==> config.mk <==
export PLATFORM = sky130hd
export DESIGN_NAME = dw01_add_seq
export DESIGN_NICKNAME = d
export VERILOG_FILES = /design/src/rtl/dw_arith_pkg.sv /design/src/rtl/dw_chunk_adder.sv /design/src/rtl/dw01_add_seq.sv
export SDC_FILE = /design/constraint.sdc
export NUM_CORES = 1
export LEC_CHECK = 0
export ABC_AREA = 0
export BUFFER_PORTS_ARGS = -buffer_cell sky130_fd_sc_hd__buf_2
export CAP_MARGIN = 10
export CORE_MARGIN = 5
export CORE_UTILIZATION = 58
export DETAILED_ROUTE_END_ITERATION = 10
export PLACE_DENSITY = 0.95
export SLEW_MARGIN = 40
export SYNTH_ARGS = -nofsm -noshare
export SYNTH_HDL_FRONTEND = slang
export SYNTH_SLANG_ARGS = --single-unit
==> constraint.sdc <==
create_clock -name clk -period 7.2 [get_ports clk]
set_input_delay 0.36 -clock clk [delete_from_list [all_inputs] [get_ports clk]]
set_output_delay 0.36 -clock clk [all_outputs]
set_load 0.03 [all_outputs]
==> src/rtl/dw_arith_pkg.sv <==
// Shared definitions for the chunk-serial arithmetic blocks.
package dw_arith_pkg;

  typedef enum logic [1:0] {
    IDLE = 2'd0,
    RUN  = 2'd1,
    DONE = 2'd2
  } add_seq_state_t;

  // Number of slices needed to cover a width-bit operand.
  function automatic int nchunks(input int width, input int chunk);
    return width / chunk;
  endfunction

  // True when the slice size evenly divides the operand width.
  function automatic bit chunk_fits(input int width, input int chunk);
    return (chunk > 0) && (width >= chunk) && ((width % chunk) == 0);
  endfunction

endpackage

==> src/rtl/dw_chunk_adder.sv <==
// One chunk-wide slice adder; the only arithmetic in the sequential adder.
module dw_chunk_adder #(
  parameter int chunk = 6
) (
  input  logic [chunk-1:0] a,
  input  logic [chunk-1:0] b,
  input  logic             ci,
  output logic [chunk-1:0] s,
  output logic             co
);

  // (chunk+1)-bit sum so the slice carry-out falls out as the top bit.
  always_comb begin
    {co, s} = {1'b0, a} + {1'b0, b} + {{chunk{1'b0}}, ci};
  end

endmodule

==> src/rtl/dw01_add_seq.sv <==
// Chunk-serial adder: {CO, SUM} = A + B + CI, one slice per clock, LSB first.
//
// state | meaning
// ------+---------------------------------------------------------------
// IDLE  | waiting for operands, in_ready high
// RUN   | adding slice cnt each cycle, carry rippling between slices
// DONE  | result held on SUM/CO with out_valid high until out_ready
module dw01_add_seq
  import dw_arith_pkg::*;
#(
  parameter int width = 18,
  parameter int chunk = 6
) (
  input  logic             clk,
  input  logic             rst,
  input  logic             in_valid,
  output logic             in_ready,
  input  logic [width-1:0] A,
  input  logic [width-1:0] B,
  input  logic             CI,
  output logic             out_valid,
  input  logic             out_ready,
  output logic [width-1:0] SUM,
  output logic             CO,
  output logic             busy
);

  localparam int NCH = nchunks(width, chunk);
  localparam int CW  = (NCH > 1) ? $clog2(NCH) : 1;
  localparam logic [CW-1:0] LAST = CW'(NCH - 1);

  if (!chunk_fits(width, chunk)) begin : g_bad_chunk
    $error("dw01_add_seq: width must be a non-zero multiple of chunk");
  end

  add_seq_state_t state_q, state_d;

  // Operands and result are stored slice-wise so the slice mux is a plain index.
  logic [NCH-1:0][chunk-1:0] a_q, b_q, sum_q;
  logic                      carry_q;
  logic                      co_q;
  logic [CW-1:0]             cnt_q;

  logic                      accept;
  logic                      last_slice;
  logic [chunk-1:0]          slice_s;
  logic                      slice_c;

  dw_chunk_adder #(.chunk(chunk)) u_slice (
    .a  (a_q[cnt_q]),
    .b  (b_q[cnt_q]),
    .ci (carry_q),
    .s  (slice_s),
    .co (slice_c)
  );

  // State register.
  always_ff @(posedge clk or posedge rst) begin
    if (rst) begin
      state_q <= IDLE;
    end else begin
      state_q <= state_d;
    end
  end

  // Next-state decode; handshake outputs depend on the registered state only.
  always_comb begin
    state_d    = state_q;
    in_ready   = 1'b0;
    out_valid  = 1'b0;
    busy       = 1'b0;
    accept     = 1'b0;
    last_slice = 1'b0;
    case (state_q)
      IDLE: begin
        in_ready = 1'b1;
        if (in_valid) begin
          accept  = 1'b1;
          state_d = RUN;
        end
      end
      RUN: begin
        busy = 1'b1;
        if (cnt_q == LAST) begin
          last_slice = 1'b1;
          state_d    = DONE;
        end
      end
      DONE: begin
        busy      = 1'b1;
        out_valid = 1'b1;
        if (out_ready) begin
          state_d = IDLE;
        end
      end
      default: state_d = IDLE;
    endcase
  end

  // Operand capture at acceptance, then one slice written per RUN cycle.
  always_ff @(posedge clk or posedge rst) begin
    if (rst) begin
      a_q     <= '0;
      b_q     <= '0;
      sum_q   <= '0;
      carry_q <= 1'b0;
      co_q    <= 1'b0;
      cnt_q   <= '0;
    end else if (accept) begin
      a_q     <= A;
      b_q     <= B;
      carry_q <= CI;
      cnt_q   <= '0;
    end else if (state_q == RUN) begin
      sum_q[cnt_q] <= slice_s;
      carry_q      <= slice_c;
      if (last_slice) begin
        co_q  <= slice_c;
        cnt_q <= '0;
      end else begin
        cnt_q <= cnt_q + 1'b1;
      end
    end
  end

  assign SUM = sum_q;
  assign CO  = co_q;

endmodule

After elaboration in Yosys (flattened, before gate mapping)

Cells that the tools add are included.

Magnitude comparators: 2
Reduce and logical (&&, ||, !) cells: 7
Multiplexer cells: 23
Bitwise logic cells: 1
Add/sub/neg operators: 3
Eq/ne operators: 6

Operator list:

| operator                                                                            | number |
|---|---|
| 6-bit binary-select mux with 2-bit select                                           | 2 |
| 18-bit bitwise mux                                                                  | 1 |
| 6-bit 2-to-1 mux                                                                    | 3 |
| 6-bit demux with 2-bit select                                                       | 1 |
| 2-bit 2-to-1 mux                                                                    | 6 |
| 1-bit 2-to-1 mux                                                                    | 9 |
| 6-bit by 6-bit adder with 7-bit output                                              | 1 |
| 7-bit by 1-bit adder with 7-bit output                                              | 1 |
| 2-bit != test, second input constant                                                | 3 |
| 2-bit case mux with 3 select lines                                                  | 1 |
| 3-bit AND reduction                                                                 | 2 |
| 2-bit == test, second input constant                                                | 2 |
| 2-bit by 3-bit < comparator with 1-bit output, second input constant                | 1 |
| 2-bit by 1-bit adder with 2-bit output, second input constant                       | 1 |
| 2-bit by 1-bit == test with 1-bit output, second input constant                     | 1 |
| 2-bit by 1-bit greater-or-equal comparator with 1-bit output, second input constant | 1 |
| 2-bit zero test                                                                     | 1 |
| 2-bit AND reduction                                                                 | 1 |
| 2-bit nonzero test                                                                  | 1 |
| 2-bit OR reduction                                                                  | 1 |
| 1-bit logical AND                                                                   | 1 |
| 1-bit NOT                                                                           | 1 |

Flip-flop bits (word level): 60
Logic and storage cells: 55
Output and inout port bits: 22
Bits of input ports: 41

Logic depth before layout (Yosys ltp)

Depth after elaboration: 6
Mapped depth: 10
Depth with buffers taken out: 8

Hierarchy

A second synthesis with hierarchy kept.

Cell total of the unflattened synthesis: 216
Area total of the unflattened synthesis: 2889.0 µm²

Modules (own cells, without submodules):

| module         | area an instance (µm²) | sequential area each (µm²) | times used | cells an instance |
|---|---|---|---|---|
| dw01_add_seq   | 2638.8                 | 1501.4                     | 1          | 188 |
| dw_chunk_adder | 250.2                  | 0.0                        | 1          | 28 |

Worst setup path after synthesis

No wires, ideal clock.

Path type: register to register
Start point: register cnt_q[1]
End point: register sum_q (netlist bit SUM[16])
Required time: 7.104 ns
Stages on the path, launching flop included: 10
Period minus slack after synthesis: 2.663 ns
Library setup time: 0.096 ns
Path slack: 4.537 ns
Arrival: 2.567 ns
Buffers on the path: 2
Cells stage by stage: dfrtp_1 -> buf_2 -> buf_2 -> mux2i_1 -> o21ai_0 -> fa_1 -> fa_1 -> and3_1 -> o21a_1 -> o31ai_1

Cells in the longest elaborated chain, start to end: 5
Elaborated cells on any way between the ends: 12

Ends and longest elaborated chain:

| element                                                                                        | RTL line                                  | text |
|---|---|---|
| start: declaration                                                                             | dw01_add_seq.sv:42                        | `logic [CW-1:0] cnt_q;` |
| start signal: assignment                                                                       | dw01_add_seq.sv:121                       | `cnt_q <= cnt_q + 1'b1;` |
| 6-bit binary-select mux with 2-bit select (tied with other cells)                              | dw01_add_seq.sv:50                        | `.a (a_q[cnt_q]),` |
| 6-bit 2-to-1 mux (not written as such) (tied with other cells)                                 | dw01_add_seq.sv:50                        |  |
| 6-bit by 6-bit adder with 7-bit output / 6-bit 2-to-1 mux (equally long branches)              | dw_chunk_adder.sv:14, dw01_add_seq.sv:115 |  |
| 7-bit by 1-bit adder with 7-bit output / 6-bit demux with 2-bit select (equally long branches) | dw_chunk_adder.sv:14, dw01_add_seq.sv:115 |  |
| 18-bit bitwise mux (*)                                                                         | dw01_add_seq.sv:115                       | `sum_q[cnt_q] <= slice_s;` |
| end signal: indexed assignment                                                                 | dw01_add_seq.sv:115                       |  |
| end: declaration                                                                               | dw01_add_seq.sv:39                        | `logic [NCH-1:0][chunk-1:0] a_q, b_q, sum_q;` |

Every way passes the cells marked *; elsewhere a longest branch is shown, timed or not. The select of a mux whose other input is x is not followed.
A chain may end at the register's enable or synchronous reset.

Final worst setup path

Start point: register cnt_q[0]
End point: register sum_q (netlist bit SUM[3])

Same word-level chain as after synthesis.

==> impl_summary.log <==
[metrics] kind of launch point of the worst setup path: register
[metrics] Pwr per Cell Area: 560 mW/mm^2
[metrics] total number of vias: 2183
[metrics] HPWL after DPL: 4.66 mm
[metrics] clock transition time at the flip-flop clock pins of the worst setup and hold paths: 0.06 ns
[metrics] Setup TNS: 0 ns
[metrics] slowest stage delay, CP: 0.70 ns
[metrics] Post-Route WL: 6.37 mm
[metrics] global-route wire length before repair: 10.5 mm
[metrics] clock tree from TritonCTS: built
[metrics] Commonest cells post-synth: sky130_fd_sc_hd__dfrtp_1 (60), sky130_fd_sc_hd__mux2_2 (41), sky130_fd_sc_hd__nand2_1 (26)
[metrics] count of routing violations after the opening detailed-route iteration: 151
[metrics] slowest library cell on the worst path: sky130_fd_sc_hd__dfrtp_1
[metrics] Max Slew Vio Count: 0
[metrics] Clock Sinks: 60
[metrics] Min-Delay Path Class: in2async
[metrics] IO buf count: 62
[metrics] internal reg-to-reg setup slack: 4.19 ns
[metrics] highest fanout seen on the critical path: 22
[metrics] number of buffers inserted by hold repair at cts: 0
[metrics] starting density of the core: 0.587
[metrics] Fin. Hold Viols: 0
[metrics] number of clock buffers inserted by TritonCTS: 9
[metrics] per-instance average area after synthesis: 11.8 sq um
[metrics] maximum root-to-sink buffer count: 2
[metrics] Gates resized, CTS repair: 0
[metrics] number of H-tree levels: 3
[metrics] number of antenna repair diodes: 0
[metrics] Worst Skew: 0.00580 ns
[metrics] Vert. Die Dim: 81.2 um
[metrics] area leader, netlist: sky130_fd_sc_hd__dfrtp_1
[metrics] worst endpoint required time: 7.41 ns
[metrics] cell at the root of the clock tree: sky130_fd_sc_hd__clkbuf_8
[metrics] outcome: finished clean
[metrics] crit share post-route: 0.418
[metrics] top-area cell type share of the netlist area: 0.511
[metrics] leading cell type by number of instances after synthesis: sky130_fd_sc_hd__dfrtp_1
[metrics] post-CTS setup-driven buffer insertion count: 0
[metrics] fraction of final layout cells with drive strength greater than 1: 0.387
[metrics] antenna-violating nets left: 0
[metrics] Layout fillers: 375
[metrics] area used by multi-input combinational logic: 0.00136 sq mm
[metrics] VDD IR-drop max: 0.264 mV
[metrics] number of warning messages in the yosys log: 0
[metrics] total die area: 0.00659 sq mm
[metrics] slew at the pin with the worst max-slew slack: 0.671 ns
[metrics] antenna violations before repair: 0
[metrics] leading cell types by total area after synthesis: sky130_fd_sc_hd__dfrtp_1 (51%), sky130_fd_sc_hd__mux2_2 (16%), sky130_fd_sc_hd__mux2i_1 (4.1%)
[metrics] Distinct cells, synth: 42
[metrics] number of synthesized flops with an enable pin: 0
[metrics] Clock Latency Late Sink: 0.33 ns
[metrics] cell chain of the critical path: nor2b_2 > nand2_1 > o21ai_0 > ha_1 > a211oi_1 > nor4_1 > a221o_1
[metrics] Placement Rows: 26
[metrics] via count of the first global-routing pass: 2252
[metrics] pin count of the biggest net entering global routing: 61
[metrics] die width: 81.2 um
[metrics] routability congestion estimate from global placement: 0.892
[metrics] area of the core: 0.00501 sq mm
[metrics] number of placed I/O pins: 63
[metrics] final setup vio count: 0
[metrics] final period demand of the worst path: 3.01 ns
[metrics] Storage cell area: 0.00150 sq mm
[metrics] number of design rule violations left after detail routing: 0
[metrics] Pleak: 1.59 nW
[metrics] synthesis-to-layout area growth: 17.3%
[metrics] endpoint type of the worst setup path: register
[metrics] flops & latches, synth: 60
[metrics] Bufs and invs on worst path: 0
[metrics] post-synth net total: 300
[metrics] first drt pass iteration count: 4
[metrics] worst path arrival time: 3.22 ns
[metrics] layout net count: 361
[metrics] mean number of vias per cell: 5.70
[metrics] number of cells produced by synthesis: 249
[metrics] unrepaired setup endpoints after global routing: no
[metrics] final worst hold slack: 0.140 ns
[metrics] number of maximum-capacitance constraint violations: 0
[metrics] total track usage: 0.212
[metrics] Worst Setup Path Type: reg2reg
[metrics] sequential element share of the synthesized area: 0.511
[metrics] cell family with the largest share of critical-path delay: compound AO/OA/AOI/OAI gates
[metrics] asr flop ratio synth: 1.00
[metrics] area of the mapped netlist: 0.00294 sq mm
[metrics] average routed wire per standard cell: 16.6 um
[metrics] upper clock frequency limit: 332 MHz
[metrics] Top FF cell, synth: sky130_fd_sc_hd__dfrtp_1
[metrics] Remaining Overflow, GRT: 0
[metrics] remaining max-slew budget at the tightest pin: 0.550
[metrics by stage]
step	std cells	util	power, mW	worst slack [ns]	instance area (sq um)
final	383	0.688	1.93	4.19	3450
after global routing	383	0.688	2.07	3.94	3450
after CTS	383	0.687	1.93	3.84	3440
after detailed placement	369	0.655	1.68	3.87	3280
after global placement	369	0.655	1.61	3.99	3280
after floorplan	249	-	1.41	4.54	2940
[layout make-up]
cell class              count  share of cell area
repair buffers             64              0.0955
well taps                  70              0.0254
clock inverters             3             0.00436
inverters                   4             0.00436
flip-flops and latches     60               0.436
clock buffers              11              0.0410
multi-input cells         171               0.393
[placed cells by master, fill, tap and decap left out, drive strengths merged, types with 4 or more instances in the layout]
cell type  instances
dfrtp             60
o21ai             17
nand3              6
nor2               5
nand2             26
nor2b              4
ha                 8
mux2i             12
mux2              41
a21oi              5
buf               64
clkbuf            11
inv                4
[flip-flops by register name (all words and copies together) (netlist names)]
| signal | cells |
|---|---|
| SUM | 18 |
| a_q | 18 |
| b_q | 18 |
| cnt_q | 2 |
| state_q | 2 |
| CO | 1 |
| carry_q | 1 |
[report_power, final]
group / internal, mW / total (mW) / switching (mW)
registers: 0.508 / 0.625 / 0.117
logic: 0.434 / 1.06 / 0.625
clock network: 0.128 / 0.248 / 0.120
[logic make-up after synthesis]
logic type | synth area share
simple gates | 0.104
flops | 0.511
mux | 0.198
compound gates | 0.108
buf+inv | 0.0285
fa+ha+maj | 0.0477
xor+xnor | 0.00298
[worst min-delay path, cell delays in order]
cell                    delay (ns)
sky130_fd_sc_hd__buf_2        0.10
sky130_fd_sc_hd__inv_2        0.04
sky130_fd_sc_hd__buf_6        0.42
[layer usage]
metal  routed length (um)  part of all wire  global-route usage  vias up
li1                     -                 -                   -     1030
met5                    0                 0                   0        -
met2                 3180              0.50               0.356       75
met4                  175             0.027               0.113        0
met3                  387             0.061              0.0410       17
met1                 2620              0.41               0.258     1061
[worst paths after layout]
kind                                       from                    to  depth (start not counted)
setup / recovery           cnt_q[0]$_DFFE_PP0P_    SUM[3]$_DFFE_PP0P_                          7
hold / removal                              rst    SUM[7]$_DFFE_PP0P_                          3
min in group clk                          B[13]   b_q[13]$_DFFE_PP0P_                          2
max in group asynchronous                   rst  cnt_q[1]$_DFFE_PP0P_                          3
setup reg to reg           cnt_q[0]$_DFFE_PP0P_    SUM[3]$_DFFE_PP0P_                          7
hold reg to reg             SUM[12]$_DFFE_PP0P_   SUM[12]$_DFFE_PP0P_                          2
Note: power is estimated with default switching activity, not from simulation.
